## src/rtl/somador_acumulador.sv

```systemverilog
// somador_acumulador: block adder/accumulator with ADD/SUB/LOAD/CLEAR ops and a sticky signed-overflow flag.
// Latency: 1 cycle from accept to S0/count/overflow; done rises on the edge that completes a block.
// Backpressure: in_ready drops only in DONE, for one cycle; the producer must hold its sample.
// Optional macro SOMADOR_SATURATE_EN: clamp S0 on signed overflow instead of wrapping.
module somador_acumulador #(
  parameter  int WIDTH = 44,
  parameter  int DEPTH = 4,
  localparam int CW    = $clog2(DEPTH + 1)
) (
  input  logic             clock,
  input  logic             reset,
  input  logic             in_valid,
  output logic             in_ready,
  input  logic [1:0]       op,
  input  logic [WIDTH-1:0] E1,
  input  logic [WIDTH-1:0] E2,
  output logic [WIDTH-1:0] S0,
  output logic [CW-1:0]    count,
  output logic             done,
  output logic             overflow
);

  localparam logic [1:0] ST_IDLE = 2'd0;
  localparam logic [1:0] ST_RUN  = 2'd1;
  localparam logic [1:0] ST_DONE = 2'd2;

  localparam logic [1:0] OP_ADD   = 2'b00;
  localparam logic [1:0] OP_SUB   = 2'b01;
  localparam logic [1:0] OP_LOAD  = 2'b10;
  localparam logic [1:0] OP_CLEAR = 2'b11;

  localparam logic [CW-1:0]    DEPTH_C = CW'(DEPTH);
  localparam logic [CW-1:0]    ONE_C   = CW'(1);
  localparam logic [WIDTH-1:0] MAX_POS = {1'b0, {(WIDTH-1){1'b1}}};
  localparam logic [WIDTH-1:0] MIN_NEG = {1'b1, {(WIDTH-1){1'b0}}};

  logic [1:0]       state_q, state_d;
  logic [WIDTH-1:0] acc_q, acc_d;
  logic [CW-1:0]    cnt_q, cnt_d;
  logic             ovf_q, ovf_d;

  logic             accept;
  logic             continuing;
  logic [WIDTH:0]   a_ext, b_ext, res;
  logic             ovf_now;
  logic [WIDTH-1:0] acc_res;

  assign in_ready = (state_q != ST_DONE);
  assign accept   = in_valid & in_ready;
  assign S0       = acc_q;
  assign count    = cnt_q;
  assign done     = (state_q == ST_DONE);
  assign overflow = ovf_q;

  // ADD/SUB extend the open block; from IDLE they start a fresh block from base 0
  assign continuing = (state_q == ST_RUN) && (op != OP_LOAD);

  // Arithmetic at WIDTH+1 bits so the true sign is always available for overflow and clamping
  always_comb begin
    a_ext = '0;
    b_ext = '0;
    res   = '0;
    if (op == OP_LOAD) begin
      a_ext = {E1[WIDTH-1], E1};
      b_ext = {E2[WIDTH-1], E2};
      res   = a_ext + b_ext;
    end else begin
      a_ext = (state_q == ST_RUN) ? {acc_q[WIDTH-1], acc_q} : '0;
      b_ext = {E1[WIDTH-1], E1};
      res   = (op == OP_SUB) ? (a_ext - b_ext) : (a_ext + b_ext);
    end
    // Result does not fit in WIDTH signed bits when the two top bits disagree
    ovf_now = res[WIDTH] ^ res[WIDTH-1];
`ifdef SOMADOR_SATURATE_EN
    if (ovf_now) begin
      acc_res = res[WIDTH] ? MIN_NEG : MAX_POS;
    end else begin
      acc_res = res[WIDTH-1:0];
    end
`else
    acc_res = res[WIDTH-1:0];
`endif
  end

  // Next-state: DONE always lasts one cycle; accepted ops update accumulator, count and flag
  always_comb begin
    state_d = state_q;
    acc_d   = acc_q;
    cnt_d   = cnt_q;
    ovf_d   = ovf_q;
    if (state_q == ST_DONE) begin
      state_d = ST_IDLE;
    end else if (accept) begin
      if (op == OP_CLEAR) begin
        acc_d   = '0;
        cnt_d   = '0;
        ovf_d   = 1'b0;
        state_d = ST_IDLE;
      end else begin
        acc_d   = acc_res;
        cnt_d   = continuing ? (cnt_q + ONE_C) : ONE_C;
        ovf_d   = continuing ? (ovf_q | ovf_now) : ovf_now;
        state_d = (cnt_d == DEPTH_C) ? ST_DONE : ST_RUN;
      end
    end
  end

  // State registers with asynchronous clear
  always_ff @(posedge clock or posedge reset) begin
    if (reset) begin
      state_q <= ST_IDLE;
      acc_q   <= '0;
      cnt_q   <= '0;
      ovf_q   <= 1'b0;
    end else begin
      state_q <= state_d;
      acc_q   <= acc_d;
      cnt_q   <= cnt_d;
      ovf_q   <= ovf_d;
    end
  end

endmodule

```

## config.mk

```make
export PLATFORM = sky130hd
export DESIGN_NAME = somador_acumulador
export DESIGN_NICKNAME = d
export VERILOG_FILES = /design/src/rtl/somador_acumulador.sv
export SDC_FILE = /design/constraint.sdc
export NUM_CORES = 1
export LEC_CHECK = 0
export ABC_AREA = 1
export CAP_MARGIN = 10
export CELL_PAD_IN_SITES_DETAIL_PLACEMENT = 0
export CELL_PAD_IN_SITES_GLOBAL_PLACEMENT = 1
export CORE_UTILIZATION = 39
export DETAILED_ROUTE_END_ITERATION = 10
export HOLD_SLACK_MARGIN = 0.02
export PLACE_DENSITY_LB_ADDON = 0.1
export SYNTH_ARGS = -nofsm -noshare
export SYNTH_HDL_FRONTEND = slang
export SYNTH_SLANG_ARGS = --single-unit
export TNS_END_PERCENT = 1
```

## constraint.sdc

```tcl
create_clock -name clock -period 2.9 [get_ports clock]
set_input_delay 0.435 -clock clock [delete_from_list [all_inputs] [get_ports clock]]
set_output_delay 0.435 -clock clock [all_outputs]
set_load 0.01 [all_outputs]
```

# Word-level counts from Yosys, hierarchy flattened
# Index checks and enable logic that the tools add are counted.
word_totals:
  out_inout_bits: 50
  word_cells: 35
  regBits: 50
op_classes:
  bitwise_logic: 4
  n_reduce_logical: 3
  n_addsub: 4
  n_eq_ne: 8
  muxes: 12
ops:
  columns: ["cell", "n"]
  rows:
  - ["2-to-1 mux 45 bit", 3]
  - ["adder 44 x 44 -> 45 bit", 1]
  - ["adder 45 bit", 1]
  - ["subtractor 45 bit", 1]
  - ["2-to-1 mux 44 bit", 1]
  - ["2-to-1 mux 2 bit", 4]
  - ["equality test 2 bit (second input constant)", 3]
  - ["2-to-1 mux 3 bit", 2]
  - ["equality test 2 x 1 -> 1 bit (second input constant)", 2]
  - ["!= test 2 bit (second input constant)", 2]
  - ["adder 3 x 1 -> 3 bit (second input constant)", 1]
  - ["equality test 3 bit (second input constant)", 1]
  - ["2-to-1 mux 1 bit", 2]
  - ["AND reduction 2 bit", 1]
  - ["nonzero test 2 bit", 1]
  - ["AND 1 bit", 1]
  - ["logical AND 1 bit", 1]
  - ["NOT 1 bit", 1]
  - ["bitwise OR 1 bit", 1]
  - ["bitwise XOR 1 bit", 1]

# Depth between registers and ports, before layout
# Gate-level depths: netlist (run 1).
logic_depth:
  ltp_word: 9
  depth_mapped: 30

# Worst setup path after synthesis (run 1)
# OpenSTA, ideal clock, no wires.
synth_path:
  path_kind: "input port to flip-flop"
  startpoint: "input port E1[0]"
  endpoint: "register ovf_q, in the netlist overflow"
  slack_ns: -0.362
  setup_time_ns: 0.117
  t_arrival_ns: 3.145
  required_ns: 2.783
  path_stages: 28
  cell_sequence: "inv_1 > ha_1 > nand2_1 > nor2_4 > nand3_2 > nor3_2 > nor2_1 > a21oi_2 > nand2_1 > nor2_1 > xor2_1 > ha_1 > clkbuf_1 > nand4_1 > nor2_1 > nand2_1 > nor2_1 > nand2_1 > nand3_1 > nand2_1 > nand2_1 > nor2_1 > nor2_1 > nand2_1 > nand2_1 > nand2_1 > nand2_1 > nand2_1"
synth_via:
  elab_chain_len: 7
  elab_cells_between_ends: 9
synth_rtl:
  columns: ["element", "line_no", "text"]
  rows:
  - ["from (decl)", "15", "input logic [WIDTH-1:0] E1,"]
  - ["adder 45 bit / subtractor 45 bit (equally long branches)", "70", "res = (op == OP_SUB) ? (a_ext - b_ext) : (a_ext + b_ext);"]
  - ["2-to-1 mux 45 bit", "70", null]
  - ["2-to-1 mux 45 bit (*)", "63", "if (op == OP_LOAD) begin"]
  - ["bitwise XOR 1 bit (*)", "73", "ovf_now = res[WIDTH] ^ res[WIDTH-1];"]
  - ["bitwise OR 1 bit", "102", "ovf_d = continuing ? (ovf_q | ovf_now) : ovf_now;"]
  - ["2-to-1 mux 1 bit (*)", "102", null]
  - ["2-to-1 mux 1 bit (*)", "94", "if (op == OP_CLEAR) begin"]
  - ["to (signal assigned)", "119", "ovf_q <= ovf_d;"]
  - ["to (decl)", "40", "logic ovf_q, ovf_d;"]
# Mark *: on every way between the ends. The rest lies on a longest branch, timed or not.
# A chain may end at the register's enable or synchronous reset.

# Worst setup path after layout (run 1)
layout_path:
  startpoint: "input port E1[8]"
  endpoint: "register acc_q[39], in the netlist S0[39]"
layout_via:
  elab_chain_len: 4
  elab_cells_between_ends: 6
layout_rtl:
  columns: ["element", "line_no", "text"]
  rows:
  - ["adder 45 bit / subtractor 45 bit (equally long branches)", "70", null]
  - ["2-to-1 mux 45 bit", "70", null]
  - ["2-to-1 mux 45 bit (*)", "63", null]
  - ["2-to-1 mux 44 bit (*)", "94", null]
  - ["to (signal assigned)", "112", "acc_q <= '0;"]
  - ["to (signal assigned)", "117", "acc_q <= acc_d;"]
  - ["to (decl)", "38", "logic [WIDTH-1:0] acc_q, acc_d;"]
# Marks and branches as above.

==> out/qor.txt, run 1 <==
Routed wire length -> 48.9 mm
Max_cap viols -> 0
Yosys top cell area share -> 18.7%
Critical Path AT -> 3.78 ns
Worst reg2reg setup slack -> -0.04 ns
Crit-path cells -> dlygate4sd2_1 -> nor2_2 -> nand2_2 -> nor3_4 -> nand3_4 -> buf_6 -> nor3_4 -> nor2_1 -> xor2_1 -> ha_4 -> buf_4 -> nand3_2 -> buf_6 -> buf_6 -> nor4_4 -> nand4_1 -> a31o_1 -> nand3_2 -> nand3_2 -> nand2_1
WP depth -> 20
Multi-input logic area -> 8760 um^2
HPWL Detailed -> 40.9 mm
Fin worst setup slack -> -0.631 ns
DR vias -> 14200
CTS tree -> built
Mapped Nets -> 2034
Largest net degree at the start of global routing -> 33
Seq cells post-synth -> 50
Slew Limit Fails -> 0
Ys async rst share -> 100%
Cts bufs inserted -> 5
Final min period -> 3.53 ns
Starting Density -> 40.1%
Max Clock Freq -> 283 MHz
Layout cells sized above 1 -> 30.2%
Avg Cell Area, Syn -> 5.53 um^2
Clock Skew -> 0.0112 ns
Core area -> 25500 um^2
Critical Path Max Stage Delay -> 0.33 ns
First-pass GRT wire length -> 72.7 mm
Lkg Pwr -> 8.61 nW
Critical path required time -> 3.15 ns
P&R area growth vs syn -> 63.2%
Status -> finished, violations left
Worst skew pair latency -> 0.31 ns
Clock slew at reported path FFs -> 0.09 ns
Post-synthesis sequential area ratio -> 12.2%
Die Footprint -> 26900 um^2
CTS Buffer Depth -> 2
First-pass DRT Iterations -> 5
Top cell type by total area after synthesis -> nand2_1
Via count of the first global-routing pass -> 13700
PD cells -> 415 nW/um^2
Routed Antenna Nets -> 0
Crit path launch type -> primary input
R2r endpoint -> S0[39]
Largest delay share family, worst path -> simple AND/OR/NAND/NOR gates
VDD IR-drop max -> 0.360 mV
Top cells by area, synth -> nand2_1, dfrtp_1, ha_1
Number of port buffers -> 142
Post-Synthesis Cells -> 1849
RSZ-0062 raised after global routing -> yes
Avg Vias per Cell -> 5.13
Synth unique cells -> 49
Failing checks -> negative setup slack
H-Tree Depth -> 2
CTS root buf -> clkbuf_16
Die W -> 164 um
Ant diodes -> 0
Most frequent cells in the layout -> nand2_1, buf_4, inv_1
Power, Total -> 0.00693 W
Initial antenna violation count -> 0
Final count of negative-setup-slack endpoints -> 31
Sequential cell area -> 1250 um^2
Reg2Reg Depth -> 15
Crit path max fanout -> 6
Violation count after the first detailed-route iteration -> 1046
Worst Setup End Kind -> register
Launching point of the worst reg2reg path -> state_q[0]
GR Overflow Total -> 0
Post-synth EDFFs -> 0
Hold Path Class -> primary input to asynchronous set/reset pin
Tcrit/Tclk final -> 122%
Setup slack at placement -> -1.54 ns
Clock sinks -> 50
Cell Area, Synth -> 10200 um^2
Prevailing post-synth register cell -> dfrtp_1
Total negative slack -> -11.28 ns
Wire per inst -> 17.7 um
GP Congestion -> 1.02
GRT Overall Usage -> 35.9%
Slowest CP cell -> ha_4
Critical path type -> primary input to register
Relative slew slack -> 44.9%
Rows -> 58
Worst slew pin tran -> 0.826 ns
I/O pin count -> 143
Yosys Warn Count -> 0
Fillers -> 2455
CP Buf/Inv Count -> 5
Die H -> 164 um
Final Net Count -> 2621
Most common cell after layout, fill and taps aside -> nand2_1
Fin. Hold Viols -> 0
DRC -> 0
==> layer usage <==
layer	vias to the layer above	track usage, %	routed length (um)
met1	6542	47.5	21700
met4	0	10.6	1240
met3	73	4.77	3330
li1	7099	-	-
met2	489	60.2	22700
met5	-	0	0
==> through the flow <==
| step | area [um^2] | instances | hold WS, ns | utilization, % |
|---|---|---|---|---|
| after floorplan | 10200 | 1849 | 0.489 | - |
| after global placement | 15300 | 2738 | 0.487 | 60.3 |
| after detailed placement | 15300 | 2738 | 0.491 | 60.3 |
| after CTS | 16100 | 2759 | 0.495 | 63.0 |
| after global routing | 16700 | 2767 | 0.504 | 65.5 |
| final | 16700 | 2767 | 0.478 | 65.5 |
==> synth_stat cells, types with 5 or more instances <==
cell type,count
ha_1,90
xnor2_1,17
o21a_1,9
dfrtp_1,50
o211ai_1,6
xor2_1,51
a21oi_1,144
nand4_1,25
clkbuf_1,21
nand3_2,5
nand2_1,509
inv_2,6
o21bai_1,26
nand3_1,117
a31oi_1,8
o21ai_2,5
nor4_1,6
o21ai_1,9
a21o_1,5
inv_1,299
nor3_1,18
nor2_1,259
or2_2,7
o21ai_0,93
nor2_2,10
==> report_power, final <==
group          switching, W  internal [W]  total, W
combinational       0.00279       0.00246   0.00525
clock              0.000341      0.000332  0.000672
sequential         0.000147      0.000860   0.00101
total               0.00328       0.00365   0.00693
==> registers in the layout (all words and copies together) (netlist names) <==
register / cells
state_q: 2
overflow: 1
S0: 44
count: 3
==> how the worst max path moves through the flow <==
stage	startpoint	to	slack [ns]
3_5_place_dp	E1[4]	S0[39]	-1.54
2_1_floorplan	E1[10]	overflow	-0.29
5_1_grt	E1[3]	S0[39]	-0.80
4_1_cts	E1[1]	S0[39]	-0.64
6_report	E1[8]	S0[39]	-0.63
3_3_place_gp	E1[4]	S0[39]	-1.51
==> cell families after synthesis <==
logic type	share of synthesized area [%]
and+or+nand+nor	40.2
buffers and inverters	12.3
AOI/OAI and AO/OA	18.0
adders and majority gates	11.4
xor gates and xnor gates	5.82
DFF	12.2
==> worst register-to-register path: cells and delay by family, from the launching register on <==
kind | cells | cell delay [ns]
buffers and inverters | 4 | 0.63
DFF | 1 | 0.39
adders and majority gates | 1 | 0.39
and+or+nand+nor | 9 | 1.22
AOI/OAI and AO/OA | 1 | 0.26
==> area by class of cell <==
cell class / instances / area share, %
Multi-Input combinational cell: 1465 / 52.5
Sequential cell: 50 / 7.50
Inverter: 308 / 6.94
Clock buffer: 5 / 0.750
Timing Repair Buffer: 606 / 29.7
Clock inverter: 3 / 0.165
Tap cell: 330 / 2.47
==> repair_timing <==
item / 4_1_cts / 5_1_grt
resized for setup: 169 / 156
hold buffers: 0 / 0
setup buffers: 14 / 8
setup endpoints to repair: 42 / 39
pin swaps: 39 / 66
(Power assumes the default switching activity.)
==> inputs of run 2 (changes only) <==
--- a/config.mk
+++ b/config.mk
@@ -11,7 +11,8 @@
 export CELL_PAD_IN_SITES_GLOBAL_PLACEMENT = 1
 export CORE_UTILIZATION = 39
 export DETAILED_ROUTE_END_ITERATION = 10
-export HOLD_SLACK_MARGIN = 0.02
+export GPL_TIMING_DRIVEN = 0
+export HOLD_SLACK_MARGIN = 0.06
 export PLACE_DENSITY_LB_ADDON = 0.1
 export SYNTH_ARGS = -nofsm -noshare
 export SYNTH_HDL_FRONTEND = slang
==> constraint.sdc (replaced) <==
create_clock -name clock -period 3.3 [get_ports clock]
set_input_delay 0.495 -clock clock [delete_from_list [all_inputs] [get_ports clock]]
set_output_delay 0.495 -clock clock [all_outputs]
set_load 0.01 [all_outputs]
==> run 2 against run 1 <==
  * The run still ends with negative setup slack left
  * Clock power down 9.5%
  * Via count shrank 11%
  * Largest cell class unchanged
  * Combinational power fell by 30%
  * Critical endpoint is now S0[40]
  * Critical path type unchanged
  * Hold slack lost 0.0093 ns
  * Clock skew decreased by 0.0042 ns
==> out/qor.txt, run 2 (same netlist as run 1, synthesis figures left out) <==
Starting Density -> 40.1%
Most frequent cells in the layout -> nand2_1, inv_1, nor2_1
Clock Power Share -> 11.7%
CTS tree -> built
First-pass GRT wire length -> 68.9 mm
CTS root buf -> clkbuf_16
RSZ-0062 raised after global routing -> yes
Hold Path Class -> primary input to asynchronous set/reset pin
Tcrit/Tclk final -> 111%
Avg Vias per Cell -> 5.33
Critical path type -> primary input to register
Relative slew slack -> 31.7%
I/O pin count -> 143
Inst Count DP -> 2322
Lkg Pwr -> 6.62 nW
GP Congestion -> 0.973
CP Launch Point -> E1[38]
R2r endpoint -> S0[30]
PD cells -> 384 nW/um^2
Crit path launch type -> primary input
Worst skew pair latency -> 0.30 ns
Critical Path AT -> 3.90 ns
Final Net Count -> 2215
HPWL Detailed -> 39.6 mm
Hold-fix buffers, CTS -> 0
DRC -> 0
Worst slew pin tran -> 1.03 ns
Logic pwr share -> 70.9%
VDD IR-drop max -> 0.242 mV
Reg2Reg Depth -> 17
Number of port buffers -> 142
Internal power -> 0.00252 W
Critical path required time -> 3.54 ns
Die H -> 164 um
Failing checks -> negative setup slack
Crit path max fanout -> 5
Final min period -> 3.66 ns
CTS Buffer Depth -> 2
Max_cap viols -> 0
Fin. Hold Viols -> 0
Die Footprint -> 26900 um^2
Fin worst setup slack -> -0.364 ns
Routed Antenna Nets -> 0
Final std cells w/o fill -> 2361
Wire per inst -> 19.8 um
Rows -> 58
Status -> finished, violations left
Ant diodes -> 0
DR vias -> 12600
P&R area growth vs syn -> 32.1%
Routed wire length -> 46.8 mm
GRT Overall Usage -> 34.8%
Core area -> 25500 um^2
Cts bufs inserted -> 5
GR Overflow Total -> 0
Layout Utilization -> 53.0%
Sw power -> 0.00267 W
Worst reg2reg setup slack -> -0.16 ns
Max FFs per register -> 44
CP Capture Point -> S0[40]
Sw frac -> 51.5%
H-Tree Depth -> 2
Launching point of the worst reg2reg path -> state_q[0]
Most common cell after layout, fill and taps aside -> nand2_1
First-pass DRT Iterations -> 5
Max Clock Freq -> 273 MHz
Via count of the first global-routing pass -> 12100
Largest net degree at the start of global routing -> 39
Clock Skew -> 0.00695 ns
Violation count after the first detailed-route iteration -> 927
Die W -> 164 um
Initial antenna violation count -> 0
Final count of negative-setup-slack endpoints -> 28
Worst Setup End Kind -> register
Seq pwr share -> 17.4%
Clock slew at reported path FFs -> 0.07 ns
Clock sinks -> 50
Slew Limit Fails -> 0
Layout cells sized above 1 -> 14.5%
==> run 2: cell count changes in the layout (fill, tap and decap cells not counted), moves of 5 or more <==
cell	before	now
inv_2	15	21
clkbuf_1	0	16
buf_4	454	31
inv_1	290	284
clkdlybuf4s50_1	110	105
ha_1	62	68
ha_4	23	17
a21oi_2	39	21
a21oi_1	106	122
nor2_1	215	220
buf_6	9	2
nor2_2	43	35
==> run 2: power by group through the flow <==
stage               Sequential, W  Clock, W  Combinational (W)
floorplan                0.000919         0            0.00189
CTS                      0.000899  0.000605            0.00341
detailed placement       0.000909         0            0.00315
finish                   0.000901  0.000608            0.00368
global route             0.000912  0.000626            0.00400
global placement         0.000909         0            0.00315
==> run 2: per-stage QoR <==
step                      power, W  hold WS (ns)  instance area [um^2]  setup WS, ns  TNS, ns
after floorplan            0.00281         0.489                 10200        0.0179        0
after global placement     0.00406         0.509                 12100         -1.49   -49.53
after detailed placement   0.00406         0.512                 12100         -1.52   -49.67
after CTS                  0.00492         0.476                 13000        -0.324    -3.82
after global routing       0.00553         0.496                 13500        -0.496    -9.96
final                      0.00518         0.469                 13500        -0.364    -4.36
==> run 2: final cells by class <==
type                    instances  area [um^2]
multi-input cells            1465         8730
well taps                     330          413
clock inverters                 3         40.0
inverters                     308         1160
repair buffers                175         1660
flip-flops and latches         50         1250
plain buffers                  25          130
fillers                      2753        12000
clock buffers                   5          125
==> run 2: worst min path at each step <==
stage | start | end | slack [ns] | cells past startpoint
floorplan | state_q[0] | state_q[0] | 0.49 | 2
global placement | S0[38] | S0[38] | 0.51 | 2
detailed placement | S0[1] | S0[1] | 0.51 | 2
CTS | reset | S0[5] | 0.48 | 2
global route | reset | S0[5] | 0.50 | 2
finish | reset | S0[5] | 0.47 | 2
==> run 2: what timing repair did <==
action	4_1_cts	5_1_grt
pin swaps	54	60
setup endpoints to repair	42	35
buffers inserted	14	18
resized for setup	230	119
==> run 2: per-layer routing <==
metal | global-route usage [%] | share of wire (%) | wire [um]
met1 | 47.1 | 45 | 20900
met2 | 57.7 | 46 | 21600
met4 | 10.8 | 2.9 | 1340
met3 | 3.74 | 6.1 | 2860
met5 | 0 | 0 | 0
==> run 2: worst max-delay path, cell delays in order <==
cell,delay [ns]
clkdlybuf4s50_1,0.58
ha_1,0.46
nand2_1,0.11
inv_1,0.09
nand2_1,0.11
nor4_1,0.82
o21ai_0,0.43
nand3_1,0.22
a21oi_1,0.08
o21ai_0,0.30
nand3_2,0.12
nand2_1,0.09
